===== src/rtl/alu_pkg.sv =====
// Shared ALU definitions: select codes, RV32I opcodes and funct7 values.
package alu_pkg;

  localparam logic [3:0] ALU_FWD  = 4'd0;
  localparam logic [3:0] ALU_ADD  = 4'd1;
  localparam logic [3:0] ALU_AND  = 4'd2;
  localparam logic [3:0] ALU_OR   = 4'd3;
  localparam logic [3:0] ALU_SUB  = 4'd4;
  localparam logic [3:0] ALU_XOR  = 4'd5;
  localparam logic [3:0] ALU_SLL  = 4'd6;
  localparam logic [3:0] ALU_SRL  = 4'd7;
  localparam logic [3:0] ALU_SRA  = 4'd8;
  localparam logic [3:0] ALU_SLT  = 4'd9;
  localparam logic [3:0] ALU_SLTU = 4'd10;

  localparam logic [6:0] OPC_OP     = 7'b0110011;
  localparam logic [6:0] OPC_OP_IMM = 7'b0010011;
  localparam logic [6:0] OPC_LUI    = 7'b0110111;
  localparam logic [6:0] OPC_AUIPC  = 7'b0010111;
  localparam logic [6:0] OPC_JAL    = 7'b1101111;
  localparam logic [6:0] OPC_JALR   = 7'b1100111;

  localparam logic [6:0] F7_BASE   = 7'b0000000;
  localparam logic [6:0] F7_ALT    = 7'b0100000;
  localparam logic [6:0] F7_MULDIV = 7'b0000001;

  // Operation for the funct3 slot when funct7 carries no alternate meaning.
  function automatic logic [3:0] base_sel(input logic [2:0] f3);
    case (f3)
      3'b000:  base_sel = ALU_ADD;
      3'b001:  base_sel = ALU_SLL;
      3'b010:  base_sel = ALU_SLT;
      3'b011:  base_sel = ALU_SLTU;
      3'b100:  base_sel = ALU_XOR;
      3'b101:  base_sel = ALU_SRL;
      3'b110:  base_sel = ALU_OR;
      default: base_sel = ALU_AND;
    endcase
  endfunction

endpackage


===== src/rtl/alu_decode.sv =====
// Combinational RV32I integer decode into ALU operands and select.
module alu_decode
  import alu_pkg::*;
(
  input  logic [31:0] i_instr,
  input  logic [31:0] i_pc,
  input  logic [31:0] i_rs1,
  input  logic [31:0] i_rs2,
  output logic [31:0] o_data1,
  output logic [31:0] o_data2,
  output logic [3:0]  o_select,
  output logic [4:0]  o_rd,
  output logic        o_rd_wen,
  output logic        o_illegal
);

  logic [6:0]  w_opcode;
  logic [2:0]  w_f3;
  logic [6:0]  w_f7;
  logic [4:0]  w_shamt;
  logic [31:0] w_imm_i;
  logic [31:0] w_imm_u;
  logic [3:0]  w_sel;
  logic        w_legal;

  assign w_opcode = i_instr[6:0];
  assign w_f3     = i_instr[14:12];
  assign w_f7     = i_instr[31:25];
  assign w_shamt  = i_instr[24:20];
  assign w_imm_i  = {{20{i_instr[31]}}, i_instr[31:20]};
  assign w_imm_u  = {i_instr[31:12], 12'b0};

  // Opcode decode; operands default to the register ports.
  always_comb begin
    o_data1 = i_rs1;
    o_data2 = i_rs2;
    w_sel   = ALU_FWD;
    w_legal = 1'b1;
    case (w_opcode)
      OPC_OP: begin
        if (w_f7 == F7_BASE)                        w_sel = base_sel(w_f3);
        else if (w_f7 == F7_ALT && w_f3 == 3'b000)  w_sel = ALU_SUB;
        else if (w_f7 == F7_ALT && w_f3 == 3'b101)  w_sel = ALU_SRA;
        else if (w_f7 == F7_MULDIV)                 w_legal = 1'b0; // M extension lives elsewhere
        else                                        w_legal = 1'b0;
      end
      OPC_OP_IMM: begin
        if (w_f3 == 3'b001 || w_f3 == 3'b101) begin
          o_data2 = {27'b0, w_shamt};
          if (w_f3 == 3'b001 && w_f7 == F7_BASE)     w_sel = ALU_SLL;
          else if (w_f3 == 3'b101 && w_f7 == F7_BASE) w_sel = ALU_SRL;
          else if (w_f3 == 3'b101 && w_f7 == F7_ALT)  w_sel = ALU_SRA;
          else                                       w_legal = 1'b0;
        end else begin
          o_data2 = w_imm_i;
          w_sel   = base_sel(w_f3);
        end
      end
      OPC_LUI: begin
        // rs1 field is part of the immediate here, so operand A is zeroed.
        o_data1 = '0;
        o_data2 = w_imm_u;
      end
      OPC_AUIPC: begin
        o_data1 = i_pc;
        o_data2 = w_imm_u;
        w_sel   = ALU_ADD;
      end
      OPC_JAL, OPC_JALR: begin
        o_data1 = i_pc;
        o_data2 = 32'd4;
        w_sel   = ALU_ADD;
      end
      default: w_legal = 1'b0;
    endcase
  end

  assign o_select  = w_legal ? w_sel : ALU_FWD;
  assign o_rd      = i_instr[11:7];
  assign o_rd_wen  = w_legal && (o_rd != 5'd0);
  assign o_illegal = !w_legal;

endmodule


===== src/rtl/alu_issue_stage.sv =====
// ID/EX issue register: decodes one instruction and holds it for EX
// behind a valid/ready handshake, with flush for branch redirects.
module alu_issue_stage #(
  parameter int XLEN  = 32,
  parameter int SEL_W = 4
) (
  input  logic             CLK,
  input  logic             RESETN,
  input  logic             IN_VALID,
  output logic             IN_READY,
  input  logic [31:0]      INSTR,
  input  logic [XLEN-1:0]  PC,
  input  logic [XLEN-1:0]  RS1_DATA,
  input  logic [XLEN-1:0]  RS2_DATA,
  input  logic             FLUSH,
  output logic             OUT_VALID,
  input  logic             OUT_READY,
  output logic [XLEN-1:0]  DATA1,
  output logic [XLEN-1:0]  DATA2,
  output logic [SEL_W-1:0] SELECT,
  output logic [4:0]       RD_ADDR,
  output logic             RD_WEN,
  output logic             ILLEGAL
);
  import alu_pkg::*;

  logic [XLEN-1:0]  w_data1;
  logic [XLEN-1:0]  w_data2;
  logic [SEL_W-1:0] w_sel;
  logic [4:0]       w_rd;
  logic             w_rd_wen;
  logic             w_illegal;
  logic             w_in_ready;
  logic             w_load;

  logic             r_valid;
  logic [XLEN-1:0]  r_data1;
  logic [XLEN-1:0]  r_data2;
  logic [SEL_W-1:0] r_select;
  logic [4:0]       r_rd;
  logic             r_rd_wen;
  logic             r_illegal;

  alu_decode u_decode (
    .i_instr   (INSTR),
    .i_pc      (PC),
    .i_rs1     (RS1_DATA),
    .i_rs2     (RS2_DATA),
    .o_data1   (w_data1),
    .o_data2   (w_data2),
    .o_select  (w_sel),
    .o_rd      (w_rd),
    .o_rd_wen  (w_rd_wen),
    .o_illegal (w_illegal)
  );

  assign w_in_ready = !r_valid || OUT_READY;
  assign w_load     = IN_VALID && w_in_ready && !FLUSH;

  // Issue register: flush beats load, load beats drain; data only moves on load.
  always_ff @(posedge CLK or negedge RESETN) begin
    if (!RESETN) begin
      r_valid   <= 1'b0;
      r_data1   <= '0;
      r_data2   <= '0;
      r_select  <= ALU_FWD;
      r_rd      <= '0;
      r_rd_wen  <= 1'b0;
      r_illegal <= 1'b0;
    end else if (FLUSH) begin
      r_valid  <= 1'b0;
      r_rd_wen <= 1'b0;
    end else if (w_load) begin
      r_valid   <= 1'b1;
      r_data1   <= w_data1;
      r_data2   <= w_data2;
      r_select  <= w_sel;
      r_rd      <= w_rd;
      r_rd_wen  <= w_rd_wen;
      r_illegal <= w_illegal;
    end else if (OUT_READY) begin
      r_valid <= 1'b0;
    end
  end

  assign IN_READY  = w_in_ready;
  assign OUT_VALID = r_valid;
  assign DATA1     = r_data1;
  assign DATA2     = r_data2;
  assign SELECT    = r_select;
  assign RD_ADDR   = r_rd;
  assign RD_WEN    = r_rd_wen;
  assign ILLEGAL   = r_illegal;

endmodule


===== config.mk =====
export PLATFORM = sky130hd
export DESIGN_NAME = alu_issue_stage
export DESIGN_NICKNAME = d
export VERILOG_FILES = /design/src/rtl/alu_pkg.sv /design/src/rtl/alu_decode.sv /design/src/rtl/alu_issue_stage.sv
export SDC_FILE = /design/constraint.sdc
export NUM_CORES = 1
export LEC_CHECK = 0
export CAP_MARGIN = 20
export CORE_ASPECT_RATIO = 1.75
export CORE_MARGIN = 1.5
export CORE_UTILIZATION = 35
export DETAILED_ROUTE_END_ITERATION = 10
export GPL_TIMING_DRIVEN = 0
export PLACE_DENSITY = 0.75
export SKIP_LAST_GASP = 1
export SYNTH_ARGS = -nofsm -noshare
export SYNTH_HDL_FRONTEND = slang
export SYNTH_SLANG_ARGS = --single-unit
export TNS_END_PERCENT = 50

===== constraint.sdc =====
create_clock -name CLK -period 3.8 [get_ports CLK]
set_input_delay 0.76 -clock CLK [delete_from_list [all_inputs] [get_ports CLK]]
set_output_delay 0.76 -clock CLK [all_outputs]
set_load 0.02 [all_outputs]

======== Word level (Yosys, flattened, before mapping) ========
Index checks and enable logic that the tools add are counted.
W data, S select, Z words.
storage, ports and cells
  input port bits ......................... 133
  bits in registers ....................... 76
  output and inout bits ................... 77
cells by class
  reductions and logical operators ........ 22
  multiplexer cells ....................... 24
  bitwise operators ....................... 1
  equal/unequal tests ..................... 13
operator list
  kind                  count
  $pmux W32 S3          1
  $pmux W32 S2          1
  $mux W32              1
  $mux W4               7
  $pmux W4 S7           1
  $eq A7 B6 Y1 const B  3
  $eq A7 B5 Y1 const B  2
  $eq A7 B7 Y1 const B  2
  $pmux W4 S3           1
  $mux W1               11
  $eq A3 B3 Y1 const B  3
  $logic_and A1 B1 Y1   7
  $logic_not A7 Y1      1
  $eq A3 B2 Y1 const B  2
  $reduce_bool A5 Y1    1
  $reduce_or A2 Y1      2
  $reduce_or A4 Y1      1
  $eq A3 B1 Y1 const B  1
  $logic_not A1 Y1      3
  $logic_not A3 Y1      1
  $pmux W1 S3           1
  $reduce_bool A3 Y1    1
  $reduce_or A3 Y1      1
  $logic_or A1 B1 Y1    2
  3 further kinds       3

======== Longest topological paths before layout ========
  depth in word-level cells ............... 10
  depth in mapped cells ................... 7

======== Hierarchy ========
Synthesis repeated with hierarchy kept, for this count alone.
second synthesis, totals
  cells, all modules ...................... 295
  area total of the unflattened synthesis .. 4,159.0 µm²
by module, submodules not included
  module           area each (µm²)  times used  sequential area each (µm²)  cells each
  alu_issue_stage  3,154.3          1           1,901.8                     166
  alu_decode       1,004.7          1           0.0                         129

======== Worst setup path after synthesis ========
Ideal clock, no wire load.
  path type ............................... input to register
  from .................................... input port INSTR[6]
  to ...................................... register r_data2[9] (netlist: DATA2[9])
  library setup time ...................... 0.131 ns
  path slack .............................. 1.560 ns
  arrival time ............................ 2.108 ns
  buffers on the path ..................... 3
  stages on the path ...................... 7
  cell sequence ........................... or3b_1 buf_2 or3_1 buf_2 buf_6 a32oi_1 o21ai_1
on the way
  word-level cells in the longest chain between the ends .. 3
  elaborated cells between the ends (all ways) .. 8
  those cells by class .................... eq/ne (5); mux (1); reduce/logical (2)
RTL lines
  what                                  RTL line               text
  start: declaration                    alu_issue_stage.sv:11  input logic [31:0] INSTR,
  $eq A7 B7 Y1 (tied with other cells)  alu_decode.sv:39       case (w_opcode)
  $reduce_or A2 Y1                      n/a
  $pmux W32 S3 (*)                      alu_decode.sv:39
  end signal: assignment                alu_issue_stage.sv:76  r_data2 <= w_data2;
  end: declaration                      alu_issue_stage.sv:38  logic [XLEN-1:0] r_data2;
Mark *: on every way between the ends. The rest lies on a longest branch, timed or not.
A chain may end at the register's enable or synchronous reset.

======== Final worst setup path ========
  from .................................... input port OUT_READY
  to ...................................... output port IN_READY
on the way
  word-level cells in the longest chain between the ends .. 1
RTL lines
  what                RTL line               text
  start: declaration  alu_issue_stage.sv:17  input logic OUT_READY,
  $logic_or A1 B1 Y1  alu_issue_stage.sv:57  assign w_in_ready = !r_valid || OUT_READY;
  end: declaration    alu_issue_stage.sv:10  output logic IN_READY,
No other way between the ends.

==> impl_metrics.env <==
export IMPL_status="finished clean"
export IMPL_start_kind="primary input"
export IMPL_crit_chain="clkdlybuf4s50_1 > nand2b_1 > clkdlybuf4s50_1"
export IMPL_rows=49
export IMPL_drc=0
export IMPL_clkLatencyLatePin_ps=340
export IMPL_die_area_sq_mm=0.0111
export IMPL_nNetsFinal=762
export IMPL_grt_overflow=0
export IMPL_fp_dieH_um=138
export IMPL_ys_async_sr_fraction_pct=100
export IMPL_crit_top_cell="clkdlybuf4s50_1"
export IMPL_setup_viol=0
export IMPL_required_ps=3040
export IMPL_cts_setup_buffers=0
export IMPL_synth_edf_count=0
export IMPL_ant_nets=0
export IMPL_cap_violations=0
export IMPL_vdd_drop_max_v=0.000266
export IMPL_fin_crit_sh_pct=73.5
export IMPL_groute_usage_overall_pct=24.5
export IMPL_drive_gt1_share_pct=5.21
export IMPL_cts_tree="yes"
export IMPL_fmax_mhz=358
export IMPL_cts_root_buf="clkbuf_16"
export IMPL_avgSynthCellArea_sq_um=8.90
export IMPL_drt_iter0_markers=158
export IMPL_tightestPinTransition_ps=877
export IMPL_via_per_inst=5.34
export IMPL_final_area_sq_mm=0.00629
export IMPL_p_int_mw=2.11
export IMPL_rsz0062_at_grt="no"
export IMPL_dieWidth_um=80.3
export IMPL_final_cell_mix="205 x clkdlybuf4s50_1, 96 x nor2_1, 76 x dfrtp_1"
export IMPL_dr_pass1_iters=4
export IMPL_clock_power_share_pct=38.5
export IMPL_dp_cells=745
export IMPL_grt_max_degree=66
export IMPL_antenna_found_initial=0
export IMPL_hold_violations=0
export IMPL_ys_flop_type="dfrtp_1"
export IMPL_htree_levels=3
export IMPL_finalClockSkew_ps=8.21
export IMPL_crit_arrival_ps=2030
export IMPL_grt_pass1_wl_mm=20.6
export IMPL_r2r_cells=6
export IMPL_final_common_cell="clkdlybuf4s50_1"
export IMPL_report_final_slew_viol_count=0
export IMPL_hold_buffers=0
export IMPL_cpMaxStageDelayCell="clkdlybuf4s50_1"
export IMPL_synth_area_sq_mm=0.00366
export IMPL_leakage_nw=2.51
export IMPL_synth_distinct_cells=38
export IMPL_dpl_instance_area_sq_mm=0.00590
export IMPL_hpwl_mm=10.4
export IMPL_yosysSeqAreaShare_pct=52.0
export IMPL_p_seq_share_pct=34.5
export IMPL_endpoint_kind="output pin"
export IMPL_numPortBuffers=206
export IMPL_vias=4067
export IMPL_p_sw_mw=0.774
export IMPL_setup_worst_path_class="primary input to output pin"
export IMPL_synth_seq_cells=76
export IMPL_min_path_type="primary input to async pin"
export IMPL_fin_cells=761
export IMPL_diodes=0
export IMPL_wirelength_mm=13.3
export IMPL_syn_to_final_growth_pct=72.0
export IMPL_crit_path_max_fanout=5
export IMPL_netSwitchingFraction_pct=26.9
export IMPL_combinationalPowerShare_pct=27.0
export IMPL_cts_sinks=76
export IMPL_post_route_min_period_ps=2790
export IMPL_slew_headroom_pct=41.1
export IMPL_yosys_warnings=0
export IMPL_cts_clk_slew_worst_paths_ps=60
export IMPL_grt_pass1_vias=4127
export IMPL_core_area_sq_mm=0.0102
export IMPL_p_per_area_mw_per_mm2=458
export IMPL_floorplan_initialDensity_pct=35.7
export IMPL_clockBufferDepth=2
export IMPL_gp_congestion=0.870
export IMPL_syn_num_nets=544
export IMPL_cts_repair_resized=0
export IMPL_wire_per_inst_um=17.4
export IMPL_cts_made_buffers=9
export IMPL_ios=210
export IMPL_synthCells=411
export IMPL_slowest_delay_ps=640
[final cells by class]
class | instances | area (sq um)
fillers | 895 | 3950
repair buffers | 207 | 2090
flip-flops and latches | 76 | 1900
multi-input cells | 297 | 1580
clock buffers | 10 | 229
plain buffers | 35 | 163
clock inverters | 6 | 159
well taps | 127 | 159
inverters | 3 | 11.3
[cell usage after synthesis (all sizes together), types with 2 or more instances]
cell type | instances | share of area, %
nor2 | 96 | 9.9
dfrtp | 76 | 52
nand2 | 48 | 4.9
a221oi | 32 | 7.7
nand3 | 27 | 3.7
clkbuf | 24 | 2.5
a31oi | 23 | 3.9
a21oi | 20 | 3.1
o21ai | 13 | 1.8
buf | 11 | 2.0
a32oi | 7 | 1.7
nor3 | 6 | 0.82
inv | 3 | 0.31
nand3b | 3 | 0.62
nand2b | 2 | 0.34
nor3b | 2 | 0.41
nor4 | 2 | 0.75
or3 | 2 | 0.34
[power groups by stage]
stage                     registers [mW]  logic [mW]  clock network [mW]
after floorplan                     1.15       0.169                   0
after global placement              1.00       0.765                   0
after detailed placement            1.01       0.783                   0
after CTS                          0.994       0.787                1.14
after global routing                1.01       0.831                1.17
final                              0.993       0.779                1.11
[routing by layer]
metal  GRT usage, %  wire (um)  vias up
li1               -          -     1917
met1           24.6       4630     1950
met2           45.5       7360      169
met3           5.61        847       31
met4           11.5        432        0
met5              0          0        -
[state kept, by name, indices dropped and copies added, names as in the netlist]
signal / flops
RD_WEN: 1
DATA2: 32
OUT_VALID: 1
RD_ADDR: 5
SELECT: 4
DATA1: 32
ILLEGAL: 1
[path summary, 6_finish.rpt]
path                                        start                      to  slack, ps
setup / recovery                        OUT_READY                IN_READY       1010
hold / removal                             RESETN    DATA1[3]$_DFFE_PN0P_        270
setup reg to reg            OUT_VALID$_DFFE_PN0P_   DATA2[29]$_DFFE_PN0P_       1850
hold reg to reg            RD_ADDR[1]$_DFFE_PN0P_  RD_ADDR[1]$_DFFE_PN0P_        470
max in group asynchronous                  RESETN      RD_WEN$_DFFE_PN0P_       2960
min in group CLK           RD_ADDR[1]$_DFFE_PN0P_  RD_ADDR[1]$_DFFE_PN0P_        470
[worst max-delay path, delay by kind of cell]
kind                   cells  cell delay, ps
buffers and inverters      2            1080
AND/OR/NAND/NOR            1             190
[logic make-up after synthesis]
family / after synthesis / share of synthesized area (%)
flip-flops: 76 / 52.0
buffers and inverters: 38 / 4.76
XOR/XNOR: 1 / 0.240
multiplexers: 1 / 0.274
AO/OA/AOI/OAI: 99 / 19.1
AND/OR/NAND/NOR: 196 / 23.6
[through the flow]
step / setup TNS, ps / power, mW / hold WS [ps] / util (%) / setup slack [ps]
after floorplan: 0 / 1.32 / 464 / - / 1560
after global placement: -52210 / 1.77 / 459 / 57.4 / -694
after detailed placement: 0 / 1.79 / 461 / 57.6 / 661
after CTS: 0 / 2.92 / 259 / 61.4 / 1020
after global routing: 0 / 3.01 / 270 / 61.4 / 864
final: 0 / 2.88 / 268 / 61.4 / 1010
(Power assumes the default switching activity.)
